File: src/rtl/uart_rx_edge_bit_sampler.sv
// Oversampling front end of the UART receiver: line conditioning, edge/bit counters and
// three-sample majority vote around the bit centre. Define UART_RX_SYNC_EN for a 2-flop RX_IN sync.
module uart_rx_edge_bit_sampler (
  input  logic       clk,
  input  logic       rst,
  input  logic       RX_IN,
  input  logic [5:0] prescale,
  input  logic       count_enable,
  input  logic       dat_samp_en,
  output logic       rx_line,
  output logic [5:0] edge_cnt,
  output logic [3:0] bit_cnt,
  output logic       sampled_bit,
  output logic       samp_valid
);

  localparam logic StIdle  = 1'b0;
  localparam logic StCount = 1'b1;

  logic       state_q, state_d;
  logic [5:0] edge_q, edge_d;
  logic [3:0] bit_q, bit_d;
  logic       s0_q, s0_d;
  logic       s1_q, s1_d;
  logic       samp_q, samp_d;
  logic       valid_q, valid_d;

  logic [5:0] half;
  logic [5:0] half_m1;
  logic [5:0] half_p1;
  logic       samp_active;
  logic       vote;

`ifdef UART_RX_SYNC_EN
  logic sync1_q, sync2_q;

  always_ff @(posedge clk) begin
    if (rst) begin
      sync1_q <= 1'b1;
      sync2_q <= 1'b1;
    end else begin
      sync1_q <= RX_IN;
      sync2_q <= sync1_q;
    end
  end

  assign rx_line = sync2_q;
`else
  assign rx_line = RX_IN;
`endif

  // >= rather than == so a mid-bit drop of prescale still wraps the bit.
  always_comb begin
    state_d = state_q;
    edge_d  = edge_q;
    bit_d   = bit_q;
    if (!count_enable) begin
      state_d = StIdle;
      edge_d  = 6'd0;
      bit_d   = 4'd0;
    end else if (state_q == StIdle) begin
      state_d = StCount;
      edge_d  = 6'd1;
      bit_d   = 4'd1;
    end else if (edge_q >= prescale) begin
      edge_d = 6'd1;
      if (bit_q != 4'd15) begin
        bit_d = bit_q + 4'd1;
      end
    end else begin
      edge_d = edge_q + 6'd1;
    end
  end

  assign half        = prescale >> 1;
  assign half_m1     = half - 6'd1;
  assign half_p1     = half + 6'd1;
  // edge_q is still 0 in the first enabled cycle; only sample once truly counting.
  assign samp_active = count_enable & dat_samp_en & (state_q == StCount);
  assign vote        = (s0_q & s1_q) | (s0_q & rx_line) | (s1_q & rx_line);

  always_comb begin
    s0_d    = s0_q;
    s1_d    = s1_q;
    samp_d  = samp_q;
    valid_d = 1'b0;
    if (samp_active) begin
      if (edge_q == half_m1) begin
        s0_d = rx_line;
      end
      if (edge_q == half) begin
        s1_d = rx_line;
      end
      if (edge_q == half_p1) begin
        samp_d  = vote;
        valid_d = 1'b1;
      end
    end
  end

  always_ff @(posedge clk) begin
    if (rst) begin
      state_q <= StIdle;
      edge_q  <= 6'd0;
      bit_q   <= 4'd0;
      s0_q    <= 1'b1;
      s1_q    <= 1'b1;
      samp_q  <= 1'b1;
      valid_q <= 1'b0;
    end else begin
      state_q <= state_d;
      edge_q  <= edge_d;
      bit_q   <= bit_d;
      s0_q    <= s0_d;
      s1_q    <= s1_d;
      samp_q  <= samp_d;
      valid_q <= valid_d;
    end
  end

  assign edge_cnt    = edge_q;
  assign bit_cnt     = bit_q;
  assign sampled_bit = samp_q;
  assign samp_valid  = valid_q;

endmodule
File: config.mk
export PLATFORM = sky130hd
export DESIGN_NAME = uart_rx_edge_bit_sampler
export DESIGN_NICKNAME = d
export VERILOG_FILES = /design/src/rtl/uart_rx_edge_bit_sampler.sv
export SDC_FILE = /design/constraint.sdc
export NUM_CORES = 1
export LEC_CHECK = 0
export ABC_AREA = 1
export CAP_MARGIN = 5
export CORE_ASPECT_RATIO = 1.4
export CORE_MARGIN = 2
export CORE_UTILIZATION = 35
export DETAILED_ROUTE_END_ITERATION = 8
export MAX_ROUTING_LAYER = met4
export PLACE_DENSITY = 0.64
export SLEW_MARGIN = 20
export SYNTH_ARGS = -nofsm -noshare
export SYNTH_HDL_FRONTEND = slang
export SYNTH_SLANG_ARGS = --single-unit
File: constraint.sdc
create_clock -name clk -period 2.7 [get_ports clk]
set_input_delay 0.27 -clock clk [delete_from_list [all_inputs] [get_ports clk]]
set_output_delay 0.27 -clock clk [all_outputs]
set_load 0.01 [all_outputs]
==> results.toml <==
[timing]
final-max-slew-violation-count = 0
clock_skew_ps = 2.19
worst_slew_pin_slew_ps = 352
holdWs_ps = 462
post-route-period-util_pct = 68.5
rsz0062_at_grt = "no"
max_freq_mhz = 541
fin_crit_ps = 1850
slew_headroom_pct = 76.5
finalSetupTns_ps = 0
setup_viol = 0
finalHoldViolCount = 0

[power_and_ir_drop]
ir_drop_v = 0.000225
p_leak_nw = 0.683
power_density_nw_per_um2 = 334

[synth]
avgSynthCellArea_um2 = 6.22
netlist_area_um2 = 1180
syn-num-nets = 210
yosysTopAreaCell = "dfxtp_1"
ys_seq_area_share_pct = 25.5
synth.top_cells.by_area = "dfxtp_1 26%, nand2_1 19%, ha_1 11%, nand3_1 10%, inv_1 6.4%"
yosys_warnings = 0
synth_top_cell_area_share_pct = 25.5
ys_seq_elements = 15
synthDistinctLibCells = 24
synth_cells = 189

[critical_path]
cp.arrival_ps = 2010
crit_type = "in2reg"
worstSetupStartpointType = "primary input"
critPathMaxFanout = 7
end_kind = "flop"
cp.required_ps = 2860

[cts]
cts_tree = "built"
htreeDepth = 1
clockRootBuffer = "clkbuf_8"
clkSlewWorstSetupHoldPaths_ps = 60
cts.sinks = 15
cts_buffer_depth = 2
numCtsBuffers = 3
clk_latency_ps = 250
postCtsSetupRepairBufs = 0
ctsHoldBuffers = 0
post_cts_resized = 0

[job]
maxCapViolations = 0

[die]
ioPinCount = 24
fp.coreArea_um2 = 3150
dieArea_um2 = 3850
row_count = 24
die_y_um = 72.6
die_x_um = 53.0
initial_core_util_pct = 37.3

[hold_path]
hold_path_class = "reg2reg"

[cells_and_area]
n_antenna_cell = 0
nets = 237
synthToLayoutAreaGrowth_pct = 26.9
drive_above_1_share_pct = 9.30
final_common_cell = "nand2_1"
final_cell_mix = "60 x nand2_1, 24 x nand3_1, 23 x clkdlybuf4s50_1, 20 x inv_1, 20 x nor2_1"

[global_route]
grt_usage_pct = 17.2
grt_max_degree = 9
antenna_found_initial = 0
grt_pass1_wl_um = 4870
grt_overflow = 0
grt_pass1_vias = 1160

[route]
wl_per_cell_um = 11.0
drt-total-wl_um = 2790
vias_per_cell = 4.81
dr.pass1.iters = 4
vias = 1222
antenna_left = 0
dr.first_iter.drc_count = 19
drc_errors = 0

[run_status]
status = "completed"

[placed_design]
io_buffers = 23
globalplace.congestion = 0.897
place_hpwl_um = 2260
## sequential cells by signal, indices dropped and copies added (netlist names)
name / count
edge_cnt: 6
bit_cnt: 4
s0_q: 1
s1_q: 1
samp_valid: 1
sampled_bit: 1
state_q: 1
## metal layers
layer / track usage [%] / vias to the layer above / share of wire (%)
met1: 20.2 / 547 / 46
met4: 6.84 / 0 / 1.5
met5: - / - / 0
met3: 2.46 / 4 / 3.2
met2: 28.9 / 17 / 49
li1: - / 654 / -
## final cells by class
cell class,count,area (µm²)
fill,352,1660
multi-input combinational,149,778
sequential,15,300
timing repair buffer,23,230
inverter,24,90.1
tap,39,48.8
clock buffer,4,45.0
## cell families (layout without fill, tap and decap cells)
| kind of cell | after synthesis | in the layout | synth area share [%] |
|---|---|---|---|
| fa+ha+maj | 11 | 11 | 11.5 |
| buf+inv | 25 | 51 | 8.30 |
| compound gates | 10 | 10 | 4.58 |
| simple gates | 124 | 124 | 47.1 |
| xor+xnor | 4 | 4 | 2.98 |
| flops | 15 | 15 | 25.5 |
## stage by stage
stage                     worst slack (ps)  total power [mW]  utilization, %  cells  area (µm²)
after floorplan                       1190             0.284               -    189        1180
after detailed placement               612             0.322            45.9    250        1450
after global routing                   684             0.525            47.3    254        1490
final                                  851             0.499            47.3    254        1490
after global placement                 607             0.321            45.9    250        1450
after CTS                              854             0.505            47.3    254        1490
## power breakdown
part / internal (mW) / leakage, nW / switching (mW)
clock network: 0.104 / 0.0228 / 0.0773
logic: 0.0386 / 0.539 / 0.0497
registers: 0.224 / 0.122 / 0.00432
## cell usage after synthesis
library cell and instances:
nand2_1 60, nand3b_1 1, nand3_2 1, dfxtp_1 15
nor2_2 4, xnor2_1 1, xor2_1 3, nand4_1 4
nor3b_1 1, buf_4 1, or2_2 1, nand3_1 24
nor3_2 1, nand2_2 6, nor2_1 20, o21ai_1 2
nor3_1 1, inv_1 20, inv_2 4, ha_1 10
maj3_1 1, a21oi_1 6, a21o_1 1, a31oi_1 1
## worst paths after layout
path	to	slack (ps)	cells past startpoint	start
max	edge_cnt[3]$_SDFF_PP0_	850	8	prescale[3]
min	s1_q$_SDFFE_PP1P_	460	2	s1_q$_SDFFE_PP1P_
max reg2reg	edge_cnt[3]$_SDFF_PP0_	1010	5	edge_cnt[5]$_SDFF_PP0_
min reg2reg	s1_q$_SDFFE_PP1P_	460	2	s1_q$_SDFFE_PP1P_
## worst max-delay path, stage by stage
cell             delay [ps]
clkdlybuf4s50_1         630
inv_2                   110
ha_1                    320
nand2_1                  70
a21oi_1                  60
nor2_2                  130
nand3_1                 190
nor3b_1                 230
(Power assumes the default switching activity.)
